$ cat src/rtl/neuron_mac_n.sv
// Sequential fixed-point neuron: one multiply-accumulate per cycle over NUM_INPUTS inputs,
// then a selectable activation (hard sigmoid / ReLU / identity) with saturating arithmetic.
module neuron_mac_n #(
    parameter int NUM_INPUTS = 2,
    parameter int DATA_WIDTH = 8,
    parameter int FRAC_BITS  = 4,
    parameter int ACC_WIDTH  = 2*DATA_WIDTH,
    parameter int AW         = $clog2(NUM_INPUTS+1)
) (
    input  logic                             clk,
    input  logic                             rst,
    input  logic                             En,
    input  logic                             Run,
    input  logic [1:0]                       Mode,
    input  logic [NUM_INPUTS*DATA_WIDTH-1:0] X,
    input  logic                             w_we,
    input  logic [AW-1:0]                    w_addr,
    input  logic [DATA_WIDTH-1:0]            w_data,
    output logic [DATA_WIDTH-1:0]            Y,
    output logic                             Ready,
    output logic                             Busy
);

    localparam int PW = 2*DATA_WIDTH;
    localparam int SW = ((ACC_WIDTH > PW) ? ACC_WIDTH : PW) + 1;
    localparam int EW = ACC_WIDTH + 1;

    localparam logic signed [SW-1:0] ACC_MAX = {{(SW-ACC_WIDTH+1){1'b0}}, {(ACC_WIDTH-1){1'b1}}};
    localparam logic signed [SW-1:0] ACC_MIN = {{(SW-ACC_WIDTH+1){1'b1}}, {(ACC_WIDTH-1){1'b0}}};
    localparam logic signed [ACC_WIDTH-1:0] OUT_MAX =
        {{(ACC_WIDTH-DATA_WIDTH+1){1'b0}}, {(DATA_WIDTH-1){1'b1}}};
    localparam logic signed [ACC_WIDTH-1:0] OUT_MIN =
        {{(ACC_WIDTH-DATA_WIDTH+1){1'b1}}, {(DATA_WIDTH-1){1'b0}}};
    localparam logic signed [EW-1:0] ONE  = EW'(1) <<< FRAC_BITS;
    localparam logic signed [EW-1:0] HALF = ONE >>> 1;

    typedef enum logic [2:0] {S_IDLE, S_LOAD, S_MAC, S_ACT, S_RESULT} state_t;

    state_t                        state_q, state_d;
    logic signed [DATA_WIDTH-1:0]  w_q  [0:NUM_INPUTS];
    logic signed [DATA_WIDTH-1:0]  xr_q [0:NUM_INPUTS-1];
    logic [1:0]                    mode_q;
    logic signed [ACC_WIDTH-1:0]   acc_q, acc_d;
    logic [AW-1:0]                 idx_q;
    logic [DATA_WIDTH-1:0]         yb_q, act_d;
    logic [DATA_WIDTH-1:0]         y_q;
    logic                          ready_q;

    logic signed [PW-1:0]          prod;
    logic signed [SW-1:0]          sum;
    logic signed [EW-1:0]          sig;
    logic signed [ACC_WIDTH-1:0]   relu_v;
    logic                          wr_en;

    function automatic logic [DATA_WIDTH-1:0] sat_out(input logic signed [ACC_WIDTH-1:0] v);
        if (v > OUT_MAX)      return OUT_MAX[DATA_WIDTH-1:0];
        else if (v < OUT_MIN) return OUT_MIN[DATA_WIDTH-1:0];
        else                  return v[DATA_WIDTH-1:0];
    endfunction

    // State register
    always_ff @(posedge clk or negedge rst) begin
        if (!rst)    state_q <= S_IDLE;
        else if (En) state_q <= state_d;
    end

    // Next-state logic
    always_comb begin
        state_d = state_q;
        case (state_q)
            S_IDLE:   if (Run) state_d = S_LOAD;
            S_LOAD:   state_d = S_MAC;
            S_MAC:    if (idx_q == AW'(NUM_INPUTS-1)) state_d = S_ACT;
            S_ACT:    state_d = S_RESULT;
            S_RESULT: state_d = S_IDLE;
            default:  state_d = S_IDLE;
        endcase
    end

    // Outputs
    always_comb begin
        Busy  = (state_q != S_IDLE);
        Ready = ready_q;
        Y     = y_q;
    end

    // Weight/bias file; addresses above NUM_INPUTS match no entry and are dropped.
    assign wr_en = En && w_we && (state_q == S_IDLE);

    always_ff @(posedge clk or negedge rst) begin
        if (!rst) begin
            for (int i = 0; i <= NUM_INPUTS; i++) w_q[i] <= '0;
        end else if (wr_en) begin
            for (int i = 0; i <= NUM_INPUTS; i++)
                if (w_addr == AW'(i)) w_q[i] <= w_data;
        end
    end

    // Saturating accumulate of the Q-aligned product
    always_comb begin
        prod  = xr_q[idx_q] * w_q[idx_q];
        sum   = SW'(acc_q) + SW'(prod >>> FRAC_BITS);
        acc_d = sum[ACC_WIDTH-1:0];
        if (sum > ACC_MAX)      acc_d = ACC_MAX[ACC_WIDTH-1:0];
        else if (sum < ACC_MIN) acc_d = ACC_MIN[ACC_WIDTH-1:0];
    end

    always_comb begin
        sig    = (EW'(acc_q) >>> 2) + HALF;
        relu_v = acc_q[ACC_WIDTH-1] ? '0 : acc_q;
        act_d  = '0;
        case (mode_q)
            2'b01:   act_d = sat_out(relu_v);
            2'b10:   act_d = sat_out(acc_q);
            default: begin
                if (sig[EW-1])      act_d = '0;
                else if (sig > ONE) act_d = ONE[DATA_WIDTH-1:0];
                else                act_d = sig[DATA_WIDTH-1:0];
            end
        endcase
    end

    always_ff @(posedge clk or negedge rst) begin
        if (!rst) begin
            for (int i = 0; i < NUM_INPUTS; i++) xr_q[i] <= '0;
            mode_q  <= '0;
            acc_q   <= '0;
            idx_q   <= '0;
            yb_q    <= '0;
            y_q     <= '0;
            ready_q <= 1'b0;
        end else if (En) begin
            case (state_q)
                S_IDLE: ready_q <= 1'b0;
                S_LOAD: begin
                    for (int i = 0; i < NUM_INPUTS; i++)
                        xr_q[i] <= X[i*DATA_WIDTH +: DATA_WIDTH];
                    mode_q <= Mode;
                    acc_q  <= ACC_WIDTH'(w_q[NUM_INPUTS]);
                    idx_q  <= '0;
                end
                S_MAC: begin
                    acc_q <= acc_d;
                    idx_q <= idx_q + AW'(1);
                end
                S_ACT: yb_q <= act_d;
                S_RESULT: begin
                    y_q     <= yb_q;
                    ready_q <= 1'b1;
                end
                default: ready_q <= 1'b0;
            endcase
        end
    end

endmodule

$ cat config.mk
export PLATFORM = sky130hd
export DESIGN_NAME = neuron_mac_n
export DESIGN_NICKNAME = d
export VERILOG_FILES = /design/src/rtl/neuron_mac_n.sv
export SDC_FILE = /design/constraint.sdc
export NUM_CORES = 1
export LEC_CHECK = 0
export ABC_AREA = 1
export BUFFER_PORTS_ARGS = -buffer_cell sky130_fd_sc_hd__buf_2
export CORE_UTILIZATION = 50
export CTS_CLUSTER_DIAMETER = 80
export DETAILED_ROUTE_END_ITERATION = 12
export MAX_ROUTING_LAYER = met4
export PLACE_DENSITY = 0.68
export SYNTH_ARGS = -nofsm -noshare
export SYNTH_HDL_FRONTEND = slang
export SYNTH_SLANG_ARGS = --single-unit
$ cat constraint.sdc
create_clock -name clk -period 7.94 [get_ports clk]
set_input_delay 1.985 -clock clk [delete_from_list [all_inputs] [get_ports clk]]
set_output_delay 1.985 -clock clk [all_outputs]
set_load 0.1 [all_outputs]
Word-level counts from Yosys, hierarchy flattened
Cells that the tools add are included.
Widths: inputs -> output; s select.
- output and inout bits: 10
- flip-flop bits (word level): 80
- logic and storage cells: 76
- input port bits: 33
- $lt $le $gt $ge: 9
- $mul: 1
- add/sub/neg operators: 3
- reductions and logical operators: 16
- equal/unequal tests: 11
- bitwise logic cells: 2
- multiplexer cells: 22
- operators by type and width (cell ; number):
    $mux 8 ; 11
    $lt 16x8->1 const B ; 2
    $mux 16 ; 2
    $pmux 16 s2 ; 1
    $add 16x12->17 ; 1
    $gt 17x16->1 const B ; 1
    $lt 17x16->1 const B ; 1
    $bmux 8 s2 ; 1
    $gt 16x8->1 const B ; 1
    $mul 8x8->16 ; 1
    $pmux 8 s2 ; 1
    $reduce_and 2->1 ; 8
    $add 14x5->15 const B ; 1
    $gt 15x6->1 const B ; 1
    $gt 15x7->1 const B ; 1
    $mux 15 ; 1
    $pmux 3 s4 ; 1
    $eq 2x1->1 const B ; 3
    $eq 3x2->1 const B ; 2
    $mux 3 ; 2
    $eq 2x2->1 const B ; 2
    $ne 2x2->1 const B ; 2
    $pmux 2 s2 ; 1
    $eq 3x1->1 const B ; 1
    other kinds (14) ; 15

Depth between registers and ports, before layout
Gate-level depths: netlist of the first run.
- depth after elaboration: 10
- depth in mapped cells: 44
- gate-level depth less buffers: 41

Least setup slack after synthesis of the first run
No wires, ideal clock.
- kind: reg-to-reg
- start: register idx_q[0]
- end: register acc_q[5]
- period minus slack after synthesis: 6.236 ns
- slack: 1.704 ns
- data arrival time: 6.119 ns
- setup time: 0.117 ns
- buffers on the path: 2
- stages on the path, launching flop included: 42
- required time: 7.823 ns
- cell sequence: dfrtp_1 clkbuf_1 nor2_1 inv_1 o21ai_1 inv_1 nor2_1 inv_1 fa_1 inv_1 fa_1 fa_1 inv_1 fa_1 inv_1 ha_1 nand2_1 nor3_1 [6 not listed] xor2_1 inv_1 ha_1 nand2_1 inv_1 nand2_1 nand2_1 a21oi_1 nand2_1 nand2_2 nand2_4 inv_2 nand2_4 buf_6 nand2_1 nand2_1 nand2_1 nand2_1
- cells in the longest elaborated chain, start to end: 10
- elaborated cells between the ends (all ways): 14
- those cells by class: 1 x add/sub; 1 x mul; 2 x order compare; 9 x mux; 1 x bitwise
- RTL lines (element ; line ; text):
    from (decl) ; 44 ; logic [AW-1:0] idx_q;
    from (signal assigned) ; 144 ; idx_q <= idx_q + AW'(1);
    $not 2->3 (implied by the code) * ; 101 ; prod = xr_q[idx_q] * w_q[idx_q];
    $bmux 8 s2 or $mux 8 (tied branches) ; 101 ;
    $mux 8 (implied by the code) (2 in a row) ; 101 ;
    $mul 8x8->16 * ; 101 ;
    $add 16x12->17 * ; 102 ; sum = SW'(acc_q) + SW'(prod >>> FRAC_BITS);
    $lt 17x16->1 ; 105 ; else if (sum < ACC_MIN) acc_d = ACC_MIN[ACC_WIDTH-1:0];
    $mux 16 ; 105 ;
    $mux 16 * ; 104 ; if (sum > ACC_MAX) acc_d = ACC_MAX[ACC_WIDTH-1:0];
    $pmux 16 s2 * ; 133 ; case (state_q)
    to (signal assigned) ; 139 ; acc_q <= ACC_WIDTH'(w_q[NUM_INPUTS]);
    to (decl) ; 43 ; logic signed [ACC_WIDTH-1:0] acc_q, acc_d;
Every way passes the cells marked *; elsewhere a longest branch is shown, timed or not. The select of a mux whose other input is x is not followed.
A chain may end at the register's enable or synchronous reset.

Worst setup path in the final report of the first run
- start: register idx_q[0]
- end: register acc_q[7]
The elaborated chain is that of the path after synthesis.

==> metrics.txt, run 1 <==
status=finished, final reports clean; routed wire length=15900 µm; cell row count=43; Tightest Pin Transition=about 0.74 ns; Worst EP arrival=~7.3 ns; Wirelength per Cell=13.0 µm; die area=15100 µm²; Setup Skew=roughly 0.0060 ns; Post-synth ARST share=100%; Mapped Nets=about 1100; most frequent cell on the critical path=nand2_1; nets@finish=1176; Longest Clk Path Bufs=2; Vias=roughly 6100; Metal-1 WL=between 7000 and 8000 µm; Vias/cell=between 5 and 6; Max Slew Vio Count=0; Total Routing Usage GR=between 20 and 25%; CTS root buf=clkbuf_16; GPL Wtd Cong=between 0.8 and 0.9; DIE HEIGHT=~120 µm; Routed Antenna Nets=0; #FFs+latches synth=80; Worst-Skew Late Latency=about 0.34 ns; residual DRC count=0; Yosys top cell by area=dfrtp_1; crit end category=register; post-synthesis sequential area ratio=between 20% and 30%; area grow syn2layout=9.53%; Tmin final=approximately 7 ns; Clock Sinks=80; DPL Wire Length=~13000 µm; setup TNS=0 ns; PortBufs=between 40 and 50; fmax=between 100 and 150 MHz; first-pass GRT wire length=26600 µm; syn_area_per_cell=about 7.3 µm²; met3 WL post-DR=about 520 µm; Initial Utilization=52.0%; Final Hold Viols=0; critical path class=register to register; CP max-delay cell=dfrtp_2; Synth top area share=27.3%; Worst Hold Class=register to register; Core Area=roughly 14000 µm²; DRT iter0 DRCs=approximately 260; Max Used Layer=met4; post-CTS sizing=0; DRT Pass-1 Iters=5; synth warn=0; H-tree Lvls=3; Crit Path Max Fanout=26; startpoint type of the worst setup path=register; largest stage delay on the critical path=~0.62 ns; Post-Syn Area=between 7000 and 8000 µm²; Antenna Cells=0; total grt overflow=0; Setup Viol. Count Final=0; WL met2=around 8000 µm; Chip Width=approximately 120 µm; MaxCap Viol Count=0; I/O pin cnt=43; largest net degree at the start of global routing=60; Yosys cell types=39; clock slew at reported path FFs=~0.060 ns; Num CTS Buffers=9; ys flop type=dfrtp_1; number of synthesized flops with an enable pin=0; layout cell share with drive strength beyond 1=slightly below 8%; period utilization=88.9%; hold buffers post-CTS=0; initial antenna violation count=0; number of global-route vias before repair=slightly below 6000; data required time of the worst path=a little over 8 ns; CP top delay family=adder cells; RSZ-0062 raised after global routing=false; Post-Synthesis Cells=998; crit path buf inv count=8; Worst slew margin=between 50% and 60%; CTS tree=built; synth top area cells=dfrtp_1, fa_1, nand2_1; Post-CTS Setup Inserts=0
[layer usage]
| layer | GRT usage (%) | vias up |
|---|---|---|
| li1 | - | 3157 |
| met1 | 29.2 | 2829 |
| met2 | 39.3 | 113 |
| met3 | 3.14 | 22 |
| met4 | 5.80 | 0 |
| met5 | - | - |
[final cells by class]
type | instances | area, µm²
repair buffers | 44 | 228
clock buffers | 11 | 233
flip-flops and latches | 80 | 2000
well taps | 180 | 225
clock inverters | 5 | 81.3
inverters | 202 | 758
fillers | 1418 | 6070
multi-input cells | 700 | 4500
[placed cells by master, fill, tap and decap left out, drive strengths merged]
cell,Yosys,routed
nand4,9,9
bufinv,0,2
ha,51,51
clkbuf,13,11
nor2,111,111
clkinv,2,4
o2111ai,1,1
xor2,20,20
o21a,1,1
dfrtp,80,80
a31oi,3,3
and3,1,1
or2,4,4
clkinvlp,0,1
mux2i,1,1
a21o,1,1
a21oi,50,50
a21boi,6,6
o21bai,4,4
o22ai,2,2
nor3,6,6
buf,3,44
nand3b,3,3
and2,1,1
inv,200,200
fa,55,55
o21ai,89,89
xnor2,9,9
nand3,30,30
nand2,241,241
nor4,1,1
[flip-flops by register name, indices dropped and copies added (netlist names)]
name     flops
xr_q        16
Ready        1
acc_q       16
state_q      3
mode_q       2
w_q         24
idx_q        2
Y            8
yb_q         8
[Yosys cell counts, drive strengths merged (4+ instances only)]
| cell type | instances |
|---|---|
| nand2 | 241 |
| inv | 200 |
| nor2 | 111 |
| o21ai | 89 |
| dfrtp | 80 |
| fa | 55 |
| ha | 51 |
| a21oi | 50 |
| nand3 | 30 |
| xor2 | 20 |
| clkbuf | 13 |
| nand4 | 9 |
| xnor2 | 9 |
| a21boi | 6 |
| nor3 | 6 |
| o21bai | 4 |
| or2 | 4 |
[worst reg2reg max path, delay by kind of cell (launching register included)]
| family | cells | cell delay [ns] |
|---|---|---|
| compound gates | 3 | 0.76 |
| xor+xnor | 1 | 0.20 |
| fa+ha+maj | 6 | 2.76 |
| buf+inv | 8 | 1.00 |
| flops | 1 | 0.62 |
| simple gates | 19 | 1.62 |
[per-stage QoR]
stage | utilization (%) | setup WS [ns] | area, µm² | instances | hold slack [ns]
6_report | 57.0 | 0.879 | 8030 | 1222 | 0.473
5_1_grt | 57.0 | 0.188 | 8030 | 1222 | 0.499
4_1_cts | 56.9 | 0.509 | 8030 | 1222 | 0.475
3_5_place_dp | 54.7 | 0.519 | 7710 | 1206 | 0.460
3_3_place_gp | 54.7 | 0.684 | 7710 | 1206 | 0.455
2_1_floorplan | - | 1.70 | 7330 | 998 | 0.434
[kinds of logic after synthesis]
kind of cell	after synthesis	share of synthesized area (%)
compound gates	157	11.3
fa+ha+maj	106	23.7
simple gates	407	22.7
mux	1	0.137
buf+inv	218	11.3
flops	80	27.3
xor+xnor	29	3.47
[worst paths after layout]
| check | start | to | slack, ns | cells after the start |
|---|---|---|---|---|
| worst max-delay path | idx_q[0] | acc_q[7] | 0.88 | 37 |
| worst min-delay path | xr_q[14] | xr_q[14] | 0.47 | 2 |
| worst max register to register | idx_q[0] | acc_q[7] | 0.88 | 37 |
| worst min register to register | xr_q[14] | xr_q[14] | 0.47 | 2 |
| max in group asynchronous | rst | idx_q[0] | 5.36 | 2 |
| min in group asynchronous | rst | acc_q[13] | 1.52 | 1 |
Power of run 1 is left out: the tool's default activity adds up to more than one toggle a clock period on the data nets, which glitch-free logic cannot reach.
==> run 2: changes to the inputs <==
--- a/config.mk
+++ b/config.mk
@@ -7,11 +7,10 @@
 export LEC_CHECK = 0
 export ABC_AREA = 1
 export BUFFER_PORTS_ARGS = -buffer_cell sky130_fd_sc_hd__buf_2
-export CORE_UTILIZATION = 50
+export CORE_UTILIZATION = 37
 export CTS_CLUSTER_DIAMETER = 80
 export DETAILED_ROUTE_END_ITERATION = 12
 export MAX_ROUTING_LAYER = met4
-export PLACE_DENSITY = 0.68
 export SYNTH_ARGS = -nofsm -noshare
 export SYNTH_HDL_FRONTEND = slang
 export SYNTH_SLANG_ARGS = --single-unit
==> metrics.txt, run 2 (synthesized netlist as in run 1, its figures left out) <==
status=finished, final reports clean (unchanged); Initial Utilization=37.7% (was 52.0%); MaxCap Viol Count=0 (unchanged); fmax=143 MHz (was 142 MHz); Total Routing Usage GR=18.9% (was 23.1%); largest net degree at the start of global routing=57 (was 60); startpoint type of the worst setup path=register (unchanged); post-CTS sizing=0 (unchanged); setup TNS=0 ns (unchanged); Tightest Pin Transition=1.10 ns (was 0.741 ns); nets@finish=1178 (was 1176); CTS tree=built (unchanged); Worst EP arrival=7.23 ns (was 7.27 ns); H-tree Lvls=3 (unchanged); Chip Width=143 µm (was 123 µm); cell row count=51 (was 43); Worst slew margin=26.3% (was 50.6%); most frequent cell on the critical path=nand2_1 (unchanged); total grt overflow=0 (unchanged); critical path class=register to register (unchanged); hold buffers post-CTS=0 (unchanged); CP max-delay cell=fa_1 (was dfrtp_2); CTS root buf=clkbuf_16 (unchanged); initial antenna violation count=0 (unchanged); DIE HEIGHT=143 µm (was 123 µm); Vias=6124 (was 6121); I/O pin cnt=43 (unchanged); die area=20400 µm² (was 15100 µm²); DRT iter0 DRCs=284 (was 259); Vias/cell=4.68 (was 5.01); residual DRC count=0 (unchanged); Clock Sinks=80 (unchanged); fillers=2051 (was 1418); reg-to-reg setup timing slack=0.93 ns (was 0.88 ns); period utilization=88.3% (was 88.9%); Wirelength per Cell=13.1 µm (was 13.0 µm); most frequent cells in the layout=nand2_1, inv_1, nor2_1 (unchanged); number of global-route vias before repair=6091 (was 5827); crit end category=register (unchanged); Setup Skew=0.00980 ns (was 0.00600 ns); Num CTS Buffers=9 (unchanged); first-pass GRT wire length=29100 µm (was 26600 µm); routed wire length=17200 µm (was 15900 µm); area grow syn2layout=10.8% (was 9.53%); Setup Viol. Count Final=0 (unchanged); GPL Wtd Cong=0.923 (was 0.898); leading cell type in the layout, fill and taps excluded=nand2_1 (unchanged); biggest regs=w_q x24, acc_q x16, xr_q x16 (unchanged); Max Slew Vio Count=0 (unchanged); layout cell share with drive strength beyond 1=8.14% (was 7.77%); Longest Clk Path Bufs=2 (unchanged); Final Hold Viols=0 (unchanged); data required time of the worst path=8.16 ns (was 8.15 ns); Antenna Cells=0 (unchanged); Post-CTS Setup Inserts=0 (unchanged); Largest register FFs=24 (unchanged); clock slew at reported path FFs=0.06 ns (about the same); Most flops, register=w_q (unchanged); Crit Path Max Fanout=15 (was 26); Worst Hold Class=register to register (unchanged); RSZ-0062 raised after global routing=false (unchanged); Core Area=19500 µm² (was 14100 µm²); DRT Pass-1 Iters=4 (was 5); FF+latch area=2000 µm² (about the same); Worst-Skew Late Latency=0.36 ns (was 0.34 ns); multi-input combinational cell area=4500 µm² (about the same); DPL Wire Length=14300 µm (was 13000 µm); crit path buf inv count=8 (unchanged); CP top delay family=adder cells (unchanged); Tmin final=7.01 ns (was 7.06 ns); PortBufs=42 (unchanged); largest stage delay on the critical path=0.54 ns (was 0.62 ns); Routed Antenna Nets=0 (unchanged)
run 2: area by class of cell:
type	count	share of cell area (%)
multi-input cells	700	55.5
clock buffers	9	2.77
well taps	265	4.08
repair buffers	46	2.99
inverters	202	9.34
clock inverters	7	0.694
flip-flops and latches	80	24.7
run 2: routing by layer:
metal / part of all wire, % / wire [µm] / GRT usage [%]
met2: 48 / 8260 / 32.1
met3: 2.9 / 493 / 3.19
met1: 47 / 8160 / 23.1
met4: 1.7 / 284 / 5.32
met5: 0 / 0 / -
run 2: path summary, 6_finish.rpt:
kind,depth (start not counted),to,from
setup / recovery,34,acc_q[12],idx_q[0]
hold / removal,2,xr_q[5],xr_q[5]
setup reg to reg,34,acc_q[12],idx_q[0]
hold reg to reg,2,xr_q[5],xr_q[5]
max in group asynchronous,2,xr_q[9],rst
min in group asynchronous,1,Y[2],rst
run 2: stage by stage:
stage,hold WS [ns],util [%],setup slack [ns],cells,cell area (µm²)
6_report,0.474,41.7,0.932,1309,8120
5_1_grt,0.491,41.7,0.344,1309,8120
4_1_cts,0.474,41.7,0.964,1309,8120
3_5_place_dp,0.459,40.3,0.981,1293,7840
3_3_place_gp,0.450,40.3,1.10,1293,7840
2_1_floorplan,0.434,-,1.70,998,7330
run 2: tightest hold or removal path, cell delays in order, from the launching register on:
cell and delay [ns]:
dfrtp_1 0.34, nand2_1 0.06, nand2_1 0.05
Power of run 2 is left out for the same reason.
